**src/rtl/hazard_stall_ctrl.sv**
```systemverilog
// Pipeline interlock for the 5-stage core: load-use bubbles, multi-cycle MUL hold, taken-branch flush.
// Optional saturating performance counters are enabled by defining HAZARD_PERF_CNT_EN.
module hazard_stall_ctrl #(
  parameter logic [5:0] LOAD_OPCODE = 6'b100011,
  parameter logic [5:0] MUL_OPCODE  = 6'b011100,
  parameter int         MUL_LAT     = 4
) (
  input  logic        clk,
  input  logic        rst_n,
  input  logic [5:0]  IF_ID_opcode,
  input  logic [4:0]  IF_ID_rs,
  input  logic [4:0]  IF_ID_rt,
  input  logic        IF_ID_uses_rt,
  input  logic [5:0]  ID_EX_opcode,
  input  logic [4:0]  ID_EX_rd,
  input  logic        branch_taken,
  output logic        pc_write,
  output logic        IF_ID_write,
  output logic        ID_EX_bubble,
  output logic        IF_ID_flush,
  output logic        ex_hold,
`ifdef HAZARD_PERF_CNT_EN
  output logic [15:0] load_stall_cnt,
  output logic [15:0] mul_stall_cnt,
  output logic [15:0] flush_cnt,
`endif
  output logic        mul_done
);

  typedef enum logic {RUN, BUSY} state_t;

  localparam bit         MUL_EN       = (MUL_LAT > 1);
  localparam logic [3:0] MUL_CNT_INIT = MUL_EN ? 4'(MUL_LAT - 2) : 4'd0;

  state_t     state_reg, state_next;
  logic [3:0] cnt_reg, cnt_next;
  logic       load_use, mul_start;
  logic       load_stall_evt, mul_stall_evt, flush_evt;

  // The ID opcode plays no part in the interlock decision.
  logic unused_if_id_opcode;
  assign unused_if_id_opcode = ^IF_ID_opcode;

  assign load_use = (ID_EX_opcode == LOAD_OPCODE) && (ID_EX_rd != 5'd0) &&
                    ((ID_EX_rd == IF_ID_rs) || (IF_ID_uses_rt && (ID_EX_rd == IF_ID_rt)));
  assign mul_start = (ID_EX_opcode == MUL_OPCODE) && MUL_EN;

  always_comb begin
    pc_write       = 1'b1;
    IF_ID_write    = 1'b1;
    ID_EX_bubble   = 1'b0;
    IF_ID_flush    = 1'b0;
    ex_hold        = 1'b0;
    mul_done       = 1'b0;
    state_next     = state_reg;
    cnt_next       = cnt_reg;
    load_stall_evt = 1'b0;
    mul_stall_evt  = 1'b0;
    flush_evt      = 1'b0;
    if (!rst_n) begin
      state_next = RUN;
      cnt_next   = 4'd0;
    end else begin
      case (state_reg)
        RUN: begin
          if (branch_taken) begin
            IF_ID_flush  = 1'b1;
            ID_EX_bubble = 1'b1;
            flush_evt    = 1'b1;
          end else if (mul_start) begin
            pc_write      = 1'b0;
            IF_ID_write   = 1'b0;
            ex_hold       = 1'b1;
            mul_stall_evt = 1'b1;
            state_next    = BUSY;
            cnt_next      = MUL_CNT_INIT;
          end else if (load_use) begin
            pc_write       = 1'b0;
            IF_ID_write    = 1'b0;
            ID_EX_bubble   = 1'b1;
            load_stall_evt = 1'b1;
          end
        end
        BUSY: begin
          // Release cycle leaves the enables idle so the MUL drains into EX/MEM.
          if (cnt_reg != 4'd0) begin
            pc_write      = 1'b0;
            IF_ID_write   = 1'b0;
            ex_hold       = 1'b1;
            mul_stall_evt = 1'b1;
            cnt_next      = cnt_reg - 4'd1;
          end else begin
            mul_done   = 1'b1;
            state_next = RUN;
          end
        end
        default: state_next = RUN;
      endcase
    end
  end

  always_ff @(posedge clk) begin
    if (!rst_n) begin
      state_reg <= RUN;
      cnt_reg   <= 4'd0;
    end else begin
      state_reg <= state_next;
      cnt_reg   <= cnt_next;
    end
  end

`ifdef HAZARD_PERF_CNT_EN
  logic [2:0]  perf_evt;
  logic [15:0] perf_cnt_reg [3];

  assign perf_evt = {flush_evt, mul_stall_evt, load_stall_evt};

  generate
    for (genvar gi = 0; gi < 3; gi++) begin : g_perf
      always_ff @(posedge clk) begin
        if (!rst_n)
          perf_cnt_reg[gi] <= 16'd0;
        else if (perf_evt[gi] && (perf_cnt_reg[gi] != 16'hFFFF))
          perf_cnt_reg[gi] <= perf_cnt_reg[gi] + 16'd1;
      end
    end
  endgenerate

  assign load_stall_cnt = perf_cnt_reg[0];
  assign mul_stall_cnt  = perf_cnt_reg[1];
  assign flush_cnt      = perf_cnt_reg[2];
`else
  logic unused_perf_evt;
  assign unused_perf_evt = load_stall_evt ^ mul_stall_evt ^ flush_evt;
`endif

endmodule

```
**config.mk**
```make
export PLATFORM = sky130hd
export DESIGN_NAME = hazard_stall_ctrl
export DESIGN_NICKNAME = d
export VERILOG_FILES = /design/src/rtl/hazard_stall_ctrl.sv
export SDC_FILE = /design/constraint.sdc
export NUM_CORES = 1
export LEC_CHECK = 0
export ABC_CLOCK_PERIOD_IN_PS = 4100
export BUFFER_PORTS_ARGS = -buffer_cell sky130_fd_sc_hd__buf_2
export CAP_MARGIN = 20
export CORE_AREA = 3 3 40 42
export DETAILED_ROUTE_END_ITERATION = 8
export DIE_AREA = 0 0 43 45
export PLACE_DENSITY = 0.82
export RECOVER_POWER = 50
export SETUP_SLACK_MARGIN = 0.15
export SLEW_MARGIN = 20
export SYNTH_ARGS = -nofsm -noshare
export SYNTH_HDL_FRONTEND = slang
export SYNTH_SLANG_ARGS = --single-unit
```
**constraint.sdc**
```tcl
create_clock -name clk -period 4.1 [get_ports clk]
set_input_delay 0.82 -clock clk [delete_from_list [all_inputs] [get_ports clk]]
set_output_delay 0.82 -clock clk [all_outputs]
set_load 0.01 [all_outputs]
```
==> results.md <==
* Outcome: completed
* Hold violation count in the final report at 0
* Setup bufs post-CTS at 0
* Half-perimeter wire length of the detailed placement result at between 1000 and 1500 um
* Share of cells above drive strength 1 at approximately 39%
* Residual DRC at 0
* Placement-stage worst setup slack at around 1200 ps
* Number of buffers on the longest clock path at 2
* Final setup vio count at 0
* Total congestion overflow after global routing at 0
* CP max stage cell: o31a_1
* Core region area at about 0.0013 mm2
* Startpoint-to-endpoint class of the critical path: in2out
* Number of vias after detailed routing at between 500 and 600
* Endpoint class of the critical path: primary output
* Average footprint of a synthesized cell at slightly above 8 um2
* Overall die area at about 0.0019 mm2
* Post-synth EDFFs at 0
* Delay of the slowest cell on the worst path at 320 ps
* Worst Hold Path Cells at 2
* Flip-flop and latch count after synthesis at 5
* Clock slew at the register clock pins of the worst setup and hold paths at approximately 40 ps
* Sequential-to-total area share from yosys stat at between 20% and 30%
* Root Buffer Master: clkbuf_4
* Min-delay worst type: reg2reg
* Number of levels in the clock H-tree at 1
* Flop-to-flop setup slack at around 2600 ps
* Final estimated routing congestion in global placement at 0.719
* Count of buffers inserted at the top-level ports at 30
* DR iter-0 viols at 4
* Total of max-cap violations at 0
* Die boundary height at around 45 um
* Critical path required time at approximately 3300 ps
* ANT nets after route at 0
* Number of warnings printed during yosys synthesis at 0
* Avg WL per Cell at 11.3 um
* Distinct cells, synth at 30
* Minimum period implied by the final worst setup slack at between 2000 and 3000 ps
* Reg2Reg Capture Point: cnt_reg[2]
* Nets at 127
* Data arrival time of the critical path at slightly above 2000 ps
* Via count of the first global-routing pass at roughly 540
* CTS tree: yes
* Core utilization of the finished layout at 51.8%
* Launch point of the worst reg-to-reg path: cnt_reg[0]
* Setup repair after global routing missed its margin: false
* Count of standard-cell rows at 13
* Worst clock skew at about 2.2 ps
* Dominant cell by count in the synthesized netlist: xor2_1
* Largest cells by area after synthesis: dfxtp_1 21%, xor2_1 16%, inv_1 5.4%, ha_1 5.2%, nand3_1 4.1%
* Area of the mapped netlist at roughly 480 um2
* Fin crit share at between 60% and 70%
* Cell type contributing the most total cell area after synthesis: dfxtp_1
* Cts repair resizes at 0
* Synthesized instance count at 60
* List of cells traversed by the critical path: buf_2 -> xor2_1 -> nor4_1 -> a32oi_1 -> o31a_1 -> buf_2
* Type of origin of the critical path: primary input
* Leading post-synthesis cells by instance count: 9 x xor2_1, 7 x inv_1, 5 x dfxtp_1
* Initial core utilization at about 38%
* Number of flip-flops in the largest register at 4
* Initial DRT Pass Iterations at 6
* Fmax at between 300 and 400 MHz
* Share of the synthesized area in the top cell type at approximately 21%
* Min-Delay Endpoint: cnt_reg[3]
* Worst VDD drop at 73.5 uV
* Gr usage total at about 14%
* Worst R2R Path Depth at 5
* Slew at the pin closest to its max-slew limit at roughly 260 ps
* Clock latency at the later pin of the worst-skew pair at around 250 ps
* Worst hold slack at around 480 ps
* Antenna Diode Count at 0
* Via density per instance at 5.18
* Placed cell areas at 644 um2
* Non-Filler Cell Area, Final at between 600 and 700 um2
* Sink Count at 5
* Slew Limit Fails at 0
* Hold buffers post-CTS at 0
* Min-delay src: cnt_reg[3]
* Pwr dens at ~210 mW/mm2
* Leakage at roughly 0.33 nW
* Horiz. Die Dim at 43 um
* IO Count at 37
* Sum of routed wire length over all layers at 1220 um
* TNS Setup at 0 ps
* Total nets after synthesis at 93
* Synth-to-layout area growth at 37.8%
* Worst setup slack after layout at 1250 ps
* Share of synthesized flip-flops with an asynchronous set or reset at 0%
* Num CTS Buffers at 3
* Maximum number of pins on one net before global-route repair at 8
* Peak fanout along the critical path at 3
* First-pass GRT wire length at 2030 um
* Headroom to the max-slew limit at around 83%
* Most used flip-flop cell after synthesis: dfxtp_1
* Initial antenna violation count at 0
* Most common cell on crit path: buf_2
[worst max path at each step]
| stage | startpoint | endpoint | slack (ps) |
|---|---|---|---|
| 5_1_grt | ID_EX_rd[3] | ID_EX_bubble | 1150 |
| 3_5_place_dp | ID_EX_rd[3] | IF_ID_write | 1230 |
| 6_report | ID_EX_rd[3] | IF_ID_write | 1250 |
| 3_3_place_gp | ID_EX_rd[1] | IF_ID_write | 1280 |
| 2_1_floorplan | ID_EX_rd[1] | pc_write | 1400 |
| 4_1_cts | ID_EX_rd[3] | IF_ID_write | 1230 |
[metrics by stage]
step	std cells	power (mW)
6_report	108	0.143
5_1_grt	108	0.152
4_1_cts	108	0.145
3_5_place_dp	104	0.0858
3_3_place_gp	104	0.0842
2_1_floorplan	60	0.0666
[power breakdown]
group	total (mW)	internal (mW)	switching, mW
registers	0.0499	0.0494	0.000512
logic	0.0343	0.0180	0.0163
clock network	0.0585	0.0369	0.0216
[cells by family (layout without fill, tap and decap cells)]
| kind of cell | after synthesis | count (layout) | share of synthesized area (%) |
|---|---|---|---|
| multiplexers | 1 | 1 | 2.07 |
| adder cells (fa/ha/maj) | 2 | 2 | 5.18 |
| flip-flops | 5 | 5 | 20.7 |
| buffers and inverters | 8 | 41 | 7.00 |
| XOR/XNOR | 10 | 10 | 18.1 |
| AND/OR/NAND/NOR | 20 | 20 | 26.4 |
| AO/OA/AOI/OAI | 14 | 14 | 20.5 |
[worst max-delay path, delay by kind of cell]
kind,cells,cell delay (ps)
AOI/OAI and AO/OA,2,490
buffers and inverters,2,260
xor gates and xnor gates,1,150
and+or+nand+nor,1,290
[cell type report]
type / count / area [um2]
fill: 132 / 619
clock buffer: 4 / 26.3
inverter: 7 / 26.3
sequential: 5 / 100
tap: 15 / 18.8
timing repair buffer: 30 / 149
multi-input combinational: 47 / 345
[cells in the final DEF (no fill, tap or decap), drive strengths merged, types with 2 or more instances in the layout]
cell | netlist | layout
a21oi | 3 | 3
buf | 1 | 29
xor2 | 9 | 9
nand3 | 4 | 4
nor3 | 2 | 2
clkbuf | 0 | 5
or4 | 2 | 2
a21o | 2 | 2
inv | 7 | 7
o21ai | 3 | 3
nor2 | 3 | 3
dfxtp | 5 | 5
ha | 2 | 2
[routing by layer]
metal / part of all wire (%) / global-route usage [%] / vias up
li1: - / - / 283
met5: 0 / 0 / -
met3: 9.2 / 4.38 / 2
met2: 50 / 25.1 / 26
met1: 40 / 14.7 / 248
met4: 0.57 / 9.04 / 0
(Power assumes the default switching activity.)
